**src/rtl/alu_result_uart_tx_pkg.sv**
```systemverilog
// rtl/alu_result_uart_tx_pkg.sv - shared state encoding, default UART timing and width helpers
package alu_result_uart_tx_pkg;

  typedef enum logic [1:0] {
    IDLE  = 2'b00,
    START = 2'b01,
    DATA  = 2'b10,
    STOP  = 2'b11
  } state_e;

  // 50 MHz system clock, 19200 baud, 16x oversampling; also the defaults for the RX side
  localparam int DEF_NB_DATA = 8;
  localparam int DEF_OVS     = 16;
  localparam int DEF_SB_TICK = 16;
  localparam int DEF_DVSR    = 163;

  function automatic int clog2_min1(input int v);
    return (v <= 2) ? 1 : $clog2(v);
  endfunction

  function automatic int max_int(input int a, input int b);
    return (a > b) ? a : b;
  endfunction

endpackage

```
**src/rtl/alu_result_uart_tx_if.sv**
```systemverilog
// rtl/alu_result_uart_tx_if.sv - request/serial-status bundle between the ALU output stage and the TX block
interface alu_result_uart_tx_if #(
  parameter int NB_DATA = 8
);
  logic               i_tx_start;
  logic [NB_DATA-1:0] i_data;
  logic               o_tx;
  logic               o_busy;
  logic               o_tx_done_tick;

  modport master (
    output i_tx_start, i_data,
    input  o_tx, o_busy, o_tx_done_tick
  );

  modport slave (
    input  i_tx_start, i_data,
    output o_tx, o_busy, o_tx_done_tick
  );
endinterface

```
**src/rtl/baud_tick_gen.sv**
```systemverilog
// rtl/baud_tick_gen.sv - oversampling tick divider, restartable so frame timing is deterministic
module baud_tick_gen
  import alu_result_uart_tx_pkg::*;
#(
  parameter int DVSR = DEF_DVSR
) (
  input  logic i_clk,
  input  logic i_reset,
  input  logic i_clear,
  output logic o_tick
);
  localparam int CW = clog2_min1(DVSR);

  logic [CW-1:0] cnt;

  always_ff @(posedge i_clk) begin
    if (i_reset || i_clear) begin
      cnt <= '0;
    end else if (cnt == CW'(DVSR - 1)) begin
      cnt <= '0;
    end else begin
      cnt <= cnt + CW'(1);
    end
  end

  assign o_tick = (cnt == CW'(DVSR - 1));
endmodule

```
**src/rtl/alu_result_uart_tx.sv**
```systemverilog
// rtl/alu_result_uart_tx.sv - 8N1-style serial transmitter returning the ALU result word to the host
module alu_result_uart_tx
  import alu_result_uart_tx_pkg::*;
#(
  parameter int NB_DATA = DEF_NB_DATA,
  parameter int SB_TICK = DEF_SB_TICK,
  parameter int OVS     = DEF_OVS,
  parameter int DVSR    = DEF_DVSR
) (
  input  logic                 i_clk,
  input  logic                 i_reset,
  alu_result_uart_tx_if.slave  bus
);
  localparam int TW = clog2_min1(max_int(OVS, SB_TICK));
  localparam int BW = clog2_min1(NB_DATA);

  state_e             state;
  logic [TW-1:0]      tick_cnt;
  logic [BW-1:0]      bit_cnt;
  logic [NB_DATA-1:0] shift_reg;
  logic [NB_DATA-1:0] shifted;
  logic               tx_q;
  logic               busy_q;
  logic               done_q;
  logic               tick;
  logic               accept;

  assign accept  = (state == IDLE) && bus.i_tx_start;
  assign shifted = shift_reg >> 1;

  baud_tick_gen #(.DVSR(DVSR)) u_baud (
    .i_clk   (i_clk),
    .i_reset (i_reset),
    .i_clear (accept),
    .o_tick  (tick)
  );

  // Outputs are computed one state ahead so they change on the same edge as the state.
  always_ff @(posedge i_clk) begin
    if (i_reset) begin
      state     <= IDLE;
      tick_cnt  <= '0;
      bit_cnt   <= '0;
      shift_reg <= '0;
      tx_q      <= 1'b1;
      busy_q    <= 1'b0;
      done_q    <= 1'b0;
    end else begin
      done_q <= 1'b0;
      case (state)
        IDLE: begin
          tx_q   <= 1'b1;
          busy_q <= 1'b0;
          if (bus.i_tx_start) begin
            shift_reg <= bus.i_data;
            tick_cnt  <= '0;
            state     <= START;
            tx_q      <= 1'b0;
            busy_q    <= 1'b1;
          end
        end
        START: if (tick) begin
          if (tick_cnt == TW'(OVS - 1)) begin
            tick_cnt <= '0;
            bit_cnt  <= '0;
            state    <= DATA;
            tx_q     <= shift_reg[0];
          end else begin
            tick_cnt <= tick_cnt + TW'(1);
          end
        end
        DATA: if (tick) begin
          if (tick_cnt == TW'(OVS - 1)) begin
            tick_cnt  <= '0;
            shift_reg <= shifted;
            bit_cnt   <= bit_cnt + BW'(1);
            if (bit_cnt == BW'(NB_DATA - 1)) begin
              state <= STOP;
              tx_q  <= 1'b1;
            end else begin
              tx_q <= shifted[0];
            end
          end else begin
            tick_cnt <= tick_cnt + TW'(1);
          end
        end
        STOP: if (tick) begin
          if (tick_cnt == TW'(SB_TICK - 1)) begin
            tick_cnt <= '0;
            state    <= IDLE;
            busy_q   <= 1'b0;
            done_q   <= 1'b1;
          end else begin
            tick_cnt <= tick_cnt + TW'(1);
          end
        end
        default: state <= IDLE;
      endcase
    end
  end

  assign bus.o_tx           = tx_q;
  assign bus.o_busy         = busy_q;
  assign bus.o_tx_done_tick = done_q;
endmodule

```
**src/flat_wrapper.sv**
```systemverilog
// flat-port wrapper written by rule: the top's interface ports become plain ports
module alu_result_uart_tx_flat import alu_result_uart_tx_pkg::*;
#(
  parameter int NB_DATA = DEF_NB_DATA,
  parameter int SB_TICK = DEF_SB_TICK,
  parameter int OVS     = DEF_OVS,
  parameter int DVSR    = DEF_DVSR
)
  (i_clk, i_reset, bus_i_tx_start, bus_i_data, bus_o_tx, bus_o_busy, bus_o_tx_done_tick);
  alu_result_uart_tx_if #(.NB_DATA(NB_DATA)) bus_i ();
  input  logic i_clk;
  input  logic i_reset;
  input wire logic [$bits(bus_i.i_tx_start)-1:0] bus_i_tx_start;
  input wire logic [$bits(bus_i.i_data)-1:0] bus_i_data;
  output wire logic [$bits(bus_i.o_tx)-1:0] bus_o_tx;
  output wire logic [$bits(bus_i.o_busy)-1:0] bus_o_busy;
  output wire logic [$bits(bus_i.o_tx_done_tick)-1:0] bus_o_tx_done_tick;
  assign bus_i.i_tx_start = bus_i_tx_start;
  assign bus_i.i_data = bus_i_data;
  assign bus_o_tx = bus_i.o_tx;
  assign bus_o_busy = bus_i.o_busy;
  assign bus_o_tx_done_tick = bus_i.o_tx_done_tick;
  alu_result_uart_tx #(.NB_DATA(NB_DATA), .SB_TICK(SB_TICK), .OVS(OVS), .DVSR(DVSR)) u_core (.i_clk(i_clk), .i_reset(i_reset), .bus(bus_i));
endmodule
```
**config.mk**
```make
export PLATFORM = sky130hd
export DESIGN_NAME = alu_result_uart_tx_flat
export DESIGN_NICKNAME = d
export VERILOG_FILES = /design/src/rtl/alu_result_uart_tx_pkg.sv /design/src/rtl/alu_result_uart_tx_if.sv /design/src/rtl/baud_tick_gen.sv /design/src/rtl/alu_result_uart_tx.sv /design/src/flat_wrapper.sv
export SDC_FILE = /design/constraint.sdc
export NUM_CORES = 1
export LEC_CHECK = 0
export CAP_MARGIN = 20
export CORE_ASPECT_RATIO = 0.8
export CORE_MARGIN = 2
export CORE_UTILIZATION = 55
export DETAILED_ROUTE_END_ITERATION = 10
export PLACE_DENSITY_LB_ADDON = 0.12
export SLEW_MARGIN = 20
export SYNTH_ARGS = -nofsm -noshare
export SYNTH_HDL_FRONTEND = slang
export SYNTH_SLANG_ARGS = --single-unit
```
**constraint.sdc**
```tcl
create_clock -name i_clk -period 2.3 [get_ports i_clk]
set_input_delay 0.46 -clock i_clk [delete_from_list [all_inputs] [get_ports i_clk]]
set_output_delay 0.46 -clock i_clk [all_outputs]
set_load 0.01 [all_outputs]
```
==> results of run 1 <==
cell usage in the layout (no fill, tap or decap), types with 6 or more instances in the layout:
cell and count:
sky130_fd_sc_hd__mux2i_1 9, sky130_fd_sc_hd__inv_1 6, sky130_fd_sc_hd__ha_1 10, sky130_fd_sc_hd__a21oi_1 15, sky130_fd_sc_hd__clkdlybuf4s50_1 13, sky130_fd_sc_hd__dfxtp_1 28, sky130_fd_sc_hd__nand3_1 6, sky130_fd_sc_hd__nor2_1 13
sky130_fd_sc_hd__nand2_1 11, sky130_fd_sc_hd__o21ai_0 13
metrics by stage:
step	util, %	cells	power, mW
floorplan	-	165	1.088
global placement	65.17	210	1.210
detailed placement	65.17	210	1.233
CTS	67.29	214	1.556
global route	67.44	214	1.666
finish	67.44	214	1.556
layer usage:
metal | share of wire (%) | track usage [%] | up-vias
met3 | 4.6 | 5.774 | 2
met2 | 46 | 32.09 | 24
met1 | 49 | 29.34 | 560
met4 | 0.48 | 3.191 | 0
li1 | - | - | 610
met5 | 0 | 0 | -
report_power, final:
| part | switching, mW | internal (mW) |
|---|---|---|
| registers | 0.0537 | 0.560 |
| logic | 0.355 | 0.272 |
| clock network | 0.138 | 0.176 |
| total | 0.547 | 1.01 |
cell type report:
cell class	count	area [um2]	share of cell area, %
Sequential cell	28	560.5	33.48
Inverter	6	22.52	1.345
Timing Repair Buffer	17	160.2	9.567
Clock buffer	3	22.52	1.345
Tap cell	36	45.04	2.691
Clock inverter	1	30.03	1.794
Multi-Input combinational cell	123	833.3	49.78
kinds of logic after synthesis:
| kind of cell | after synthesis | synth area share, % |
|---|---|---|
| xor+xnor | 6 | 3.618 |
| flops | 28 | 38.59 |
| mux | 9 | 6.202 |
| buf+inv | 14 | 4.307 |
| compound gates | 39 | 16.19 |
| simple gates | 59 | 22.48 |
| fa+ha+maj | 10 | 8.613 |
worst min-delay path, cell delays in order (launching register included):
cell and delay, ps:
sky130_fd_sc_hd__dfxtp_1 340, sky130_fd_sc_hd__o21ai_0 70, sky130_fd_sc_hd__a21oi_1 60
final timing paths:
check                            from  slack [ps]  depth (start not counted)             endpoint
hold / removal    u_core.shift_reg[5]         490                          2  u_core.shift_reg[5]
setup / recovery      u_core.state[0]         380                          6  u_core.shift_reg[2]
hold reg to reg   u_core.shift_reg[5]         490                          2  u_core.shift_reg[5]
setup reg to reg      u_core.state[0]         380                          6  u_core.shift_reg[2]
==> results by stage, run 1 <==
Critical path:
- The buffer and inverter count on the worst path is 2.
- By startpoint and endpoint, the worst setup path is classified as reg -> reg.
- For this run, the slowest stage of the critical path takes 520 ps.
- The category of cells accounting for the largest share of critical-path delay is simple AND/OR/NAND/NOR gates.
- The cell that appears most often on the critical path is sky130_fd_sc_hd__inv_1.
- The worst-path maximum fanout is 16.
- The type of origin of the critical path is a register.
- Data on the critical path is required at its endpoint by about 2600 ps.
- The slowest stage of the critical path is the sky130_fd_sc_hd__or3_2 cell.
- The sort of element at the end of the critical path is a register.
- Data on the critical path arrives at its endpoint at around 2200 ps.
- Walking the worst path, the cells encountered are inv_1 -> ha_1 -> inv_1 -> a21oi_2 -> or3_2 -> a21oi_1.

Yosys:
- In this run the biggest area consumer among cell types represents ~39% of the synthesized area.
- The register bit count reported by yosys is 28.
- A synthesized cell averages between 8 and 9 um2.
- The cell count after synthesis is about 170.
- The number of warnings printed during yosys synthesis is 0.
- The prevailing post-synth register cell is sky130_fd_sc_hd__dfxtp_1.
- The cell with the most instances after synthesis is sky130_fd_sc_hd__dfxtp_1.
- The fraction of synthesis flops using an asynchronous set or reset pin is 0%.
- Yosys attributes the largest share of cell area to sky130_fd_sc_hd__dfxtp_1 (39%), sky130_fd_sc_hd__ha_1 (8.6%), sky130_fd_sc_hd__mux2i_1 (6.2%).
- In this run, synthesis inferred 0 flip-flops with an integrated enable.
- The biggest area consumer among synthesized cells is sky130_fd_sc_hd__dfxtp_1.
- Ranked by instance count, the synthesized netlist is headed by sky130_fd_sc_hd__dfxtp_1 (28), sky130_fd_sc_hd__a21oi_1 (16), sky130_fd_sc_hd__nor2_1 (13), sky130_fd_sc_hd__o21ai_0 (13), sky130_fd_sc_hd__nand2_1 (11).
- The netlist uses 35 different library cells.
- The part of the Yosys area used for sequential elements is ~39%.
- The post-synthesis instance area is 1453 um2.
- The number of nets in the synthesized netlist is 186.

Global routing:
- The first-pass GRT wire length is 4816 um.
- Entering global routing, the biggest net connects 17 pins.
- The number of global-route vias before repair is between 1000 and 1500.
- The number of antenna violations at the first check in global routing was 0.
- The residual overflow from global routing is 0.
- For this run, the total global-route usage over all layers was measured as 20.76%.

Layout:
- The post-route cell area is between 1500 and 2000 um2.
- The signed area change from the synthesized netlist to the final layout is 15.25%.
- Cells with a size suffix above 1 make up 9.551% of the layout.
- The number of filler cells placed in the layout is 215.
- The net count reported at finish is 200.
- 0 antenna diodes ended up in the layout.

Clock tree:
- Clock tree synthesis selected as its root buffer the cell sky130_fd_sc_hd__clkbuf_4.
- Post-CTS timing repair inserted 0 buffers for setup.
- The sink count of the clock tree is 28.
- In this run the deepest clock path goes through 2 buffers.
- The total CTS buffers is 3.
- Once the clock tree was built, the resizer swapped 0 gates to a different size.
- After clock tree synthesis, the flow added hold-fix buffers numbering 0.
- The insertion delay of the later-clocked pin in the worst-skew pair is 320 ps.
- TritonCTS built the clock tree.
- The clock edge transition at the registers on the reported setup and hold paths is about 140 ps.
- The level count of the clock H-tree is 1.

Status:
- The run finished with clean final reports.

Place:
- Input and output buffers added on the ports amount to 13.
- The global placement routability congestion is ~0.84.
- The worst slack after detailed placement is 98.11 ps.
- The area after detailed placement is roughly 1600 um2.
- The post-DP HPWL is ~2100 um.

Pwr:
- The power per cell area is 929.2 nW/um2.
- The analysis attributes to cell leakage a power of slightly above 0.6 nW.
- The highest ir drop seen on vdd is 0.4933 mV.

Run:
- The tool flagged a number of max-cap violations equal to 0.

Timing:
- The final setup skew is ~1.9 ps.
- Hold timing on the final database bottoms out at a slack of slightly below 500 ps.
- The top achievable clock speed is about 0.52 GHz.
- For the final routed database, the setup TNS stands at 0 ps.
- The worst path uses about 83% of the clock period.
- The transition time at the pin with the least slew margin is about 530 ps.
- Counting I/O delays and the setup requirement, the final critical path takes ~1900 ps.
- The worst slew margin relative to its limit is 64.29%.
- Setup repair after global routing left no endpoint under its margin.
- Setup violations remaining at the end of the flow were counted as 0.
- The final critical-path setup slack is 380.1 ps.
- The number of failing hold endpoints at the final stage is 0.
- The max-slew violation count is 0.

Routing:
- The number of routed nets with antenna violations is 0.
- The total routed wirelength is 2899 um.
- The first routing iteration left between 70 and 80 violations.
- The DRC violations left is 0.
- The mean routed wirelength per cell is about 14 um.
- The via count is 1196.
- In the routed layout, each cell is associated on average with a via count of roughly 5.6.
- The first detailed-routing pass ran for 4 iterations.

Floorplan:
- After floorplanning, the core was divided into 16 placement rows.
- The die is about 50 um tall.
- The overall die width is 61.46 um.
- The floorplan die area is 3071 um2.
- Once the floorplan was initialized, standard cells occupied between 50% and 60% of the core.
- The number of top-level pins is 14.
- The core region area is 2482 um2.

Hold path:
- The path class of the tightest hold or removal check is reg -> reg.
Note: power is estimated with default switching activity, not from simulation.
==> run 2: changes to the inputs <==
- CORE_UTILIZATION: 55 -> 50
- clock period: 2.3 -> 1.71 ns (I/O delays scaled with it)
==> run 2 against run 1 <==
Effect of this change:
- final cell count grew 14%
- count of clock-buffer cells in the layout is the same
- clock power grew 41%
- register-to-register slack lost 340 ps
- utilization grew 8.1 points
- total power grew 73%
- maximum frequency grew 15%
- sequential power grew 33%
- flip-flop and latch count is the same
- critical path type unchanged
- critical endpoint is now u_core.shift_reg[3]
==> results by stage, run 2 (synthesized netlist as in run 1, its figures left out) <==
Place:
- The global placement routability congestion came to 0.8090 (-3.8%).
- The area after detailed placement was 1785 um2 (+10%).
- The worst slack after detailed placement is -341.3 ps (-439.4 ps).
- The post-DP HPWL was 2258 um (+6.4%).
- The total of buffers placed on input and output ports is 13 (unchanged).
- The number of placed cells counting well taps is 234 (+11%).

Timing:
- The final critical-path setup slack is 39.32 ps (-340.8 ps).
- The aggregate negative setup slack was 0 ps (unchanged).
- The transition time at the pin with the least slew margin is 319.1 ps (-209.6 ps).
- The count of endpoints failing setup in the final report is 0 (unchanged).
- The final setup skew is 25.77 ps (+23.85 ps).
- The worst slew margin relative to its limit is 78.71% (+14 points).
- The top achievable clock speed was 0.5986 GHz (+15%).
- Setup repair after global routing could not meet its margin everywhere.
- The post-route worst hold slack is 493.9 ps (+6.895 ps).
- The post-route fraction of the period consumed by the critical path is 97.70% (+14 points).
- The number of failing hold endpoints at the final stage came to 0 (unchanged).
- The final period demand of the worst path was 1671 ps (-249.2 ps).
- The max-slew violation count is 0 (unchanged).

Floorplan:
- The floorplan die area was 3355 um2 (+9.3%).
- The vertical die dimension came to 52.21 um (+4.5%).
- The starting utilization of the core area is 52.53% (-6.0 points).
- The core region area was 2765 um2 (+11%).
- The number of top-level pins came to 14 (unchanged).
- The number of placement rows came to 17 (+1).
- The overall die width was 64.26 um (+4.6%).

Routing:
- The DRC violations left is 0 (unchanged).
- The total routed wirelength is 3624 um (+25%).
- The DRC marker count from the first detailed-route iteration is 58 (-23%).
- The via count is 1375 (+15%).
- The mean number of vias per cell is 5.612 (+0.42%).
- The mean routed wirelength per cell came to 14.79 um (+9.2%).
- The first-pass detailed-route iteration total is 5 (+1).
- The number of routed nets with antenna violations is 0 (unchanged).

Layout:
- The net count reported at finish was 229 (+14%).
- In the layout the commonest cells are sky130_fd_sc_hd__buf_4 (28), sky130_fd_sc_hd__dfxtp_1 (23), sky130_fd_sc_hd__nor2_1 (13), sky130_fd_sc_hd__clkdlybuf4s50_1 (13).
- The number of antenna cells inserted was 0 (unchanged).
- The count of non-filler cells in the finished layout is 245 (+14%).
- The most common cell after layout, fill and taps aside is sky130_fd_sc_hd__buf_4.
- The layout cell share with drive strength beyond 1 is 35.75% (+26 points).
- The final core utilization was 75.52% (+8.1 points).
- The signed area change from the synthesized netlist to the final layout is 43.76%.
- The post-route cell area is 2088 um2 (+25%).

Global routing:
- The residual overflow from global routing is 0 (unchanged).
- The overall track demand over capacity in global routing is 21.92% (+1.2 points).
- The met1 routing resource usage after global routing is 27.22% (-2.1 points).
- The global-route layer with the greatest usage is met2.
- The met3 usage was 4.516% (-1.3 points).
- The number of global-route vias before repair is 1321 (+19%).
- The fraction of met2 tracks used by global routing is 39.41% (+7.3 points).
- The first-pass GRT wire length is 5699 um (+18%).
- The largest net degree at the start of global routing is 17 (unchanged).
- The number of antenna violations at the first check in global routing is 0 (unchanged).

Status:
- The flow ran to the end, and the final reports show no timing, DRC or antenna violations.

Clock tree:
- The clock edge transition at the registers on the reported setup and hold paths is 170 ps (+30 ps).
- The level count of the clock H-tree came to 1 (unchanged).
- The total CTS buffers came to 3 (unchanged).
- TritonCTS built the clock tree.
- The tree is rooted in a sky130_fd_sc_hd__clkbuf_4.
- The total of hold buffers inserted after clock tree synthesis is 0 (unchanged).
- The insertion delay of the later-clocked pin in the worst-skew pair was 350 ps (+30 ps).
- The number of buffers on the longest clock path was 2 (unchanged).
- The sink count of the clock tree is 28 (unchanged).

Pwr:
- The switching fraction of total power came to 35.45% (+0.30 points).
- The cell-internal power is 1.741 mW (+73%).
- The total chip power is 2.698 mW (+73%).
- The sequential group share of total power is 30.2% (-9.3 points).
- The combinational share of power is 53.5% (+13 points).
- The leakage component of the power came to 0.7803 nW (+28%).
- The power share of the clock group is 16.4% (-3.8 points).
- The net switching power of the design is 0.9564 mW (+75%).
- The power per cell area is 1292 nW/um2 (+39%).
- The highest ir drop seen on vdd came to 0.6477 mV (+31%).

Critical path:
- The required time of the worst setup path is 2010 ps (-560 ps).
- The critical path is of the reg -> reg type.
- The signal arrival time at the worst endpoint is 1970 ps (-220 ps).
- The type of origin of the critical path is a register.
- The worst-path maximum fanout is 12 (-4).
- STA classifies the critical path endpoint as a register.

Run:
- The max capacitance violation total is 0 (unchanged).

Hold path:
- The class of the worst hold path is reg -> reg.
## run 2: cell types whose count changed in the layout (fill, tap and decap cells not counted), sizes merged
cell / change
buf: +28
a31oi: +1
## run 2: what timing repair did
action / CTS / global route
hold endpoints to repair: 0 / 0
endpoints found under the setup margin: 13 / 15
cloned: 0 / 1
buffers inserted: 4 / 2
pin swaps: 1 / 6
resized for setup: 14 / 35
## run 2: worst max-delay path: stages, from the launching register on
cell	delay, ps
sky130_fd_sc_hd__dfxtp_2	350
sky130_fd_sc_hd__inv_1	80
sky130_fd_sc_hd__ha_2	220
sky130_fd_sc_hd__and2_1	220
sky130_fd_sc_hd__a21oi_4	90
sky130_fd_sc_hd__buf_4	150
sky130_fd_sc_hd__or3_4	370
sky130_fd_sc_hd__a21oi_2	130
## run 2: worst paths after layout
kind                       startpoint             endpoint  slack, ps  cells past startpoint
setup / recovery      u_core.state[1]  u_core.shift_reg[3]         40                      7
hold / removal    u_core.shift_reg[7]  u_core.shift_reg[7]        490                      2
setup reg to reg      u_core.state[1]  u_core.shift_reg[3]         40                      7
hold reg to reg   u_core.shift_reg[7]  u_core.shift_reg[7]        490                      2
## run 2: cell type report
class                      count  area (um2)
multi-input combinational    124        1007
timing repair buffer          45       389.1
fill                         201       676.9
clock buffer                   3       22.52
tap                           38       47.55
inverter                       6       25.02
sequential                    28       566.8
clock inverter                 1       30.03
## run 2: per-layer routing
metal  wire [um]  vias to the layer above
met5           0                        -
met4          30                        0
met3         123                        5
met2        1730                       28
met1        1740                      670
li1            -                      672
## run 2: power by group through the flow
| stage | sequential [mW] | clock (mW) | combinational (mW) |
|---|---|---|---|
| 2_1_floorplan | 0.828 | 0 | 0.636 |
| 3_3_place_gp | 0.816 | 0 | 1.06 |
| 3_5_place_dp | 0.820 | 0 | 1.09 |
| 4_1_cts | 0.807 | 0.451 | 1.20 |
| 5_1_grt | 0.829 | 0.477 | 1.56 |
| 6_report | 0.814 | 0.442 | 1.44 |
==> run 3: changes to the inputs <==
- SLEW_MARGIN: 20 -> not set
==> results of run 3 <==
The final DEF is identical to that of run 2; final timing and power are the same.
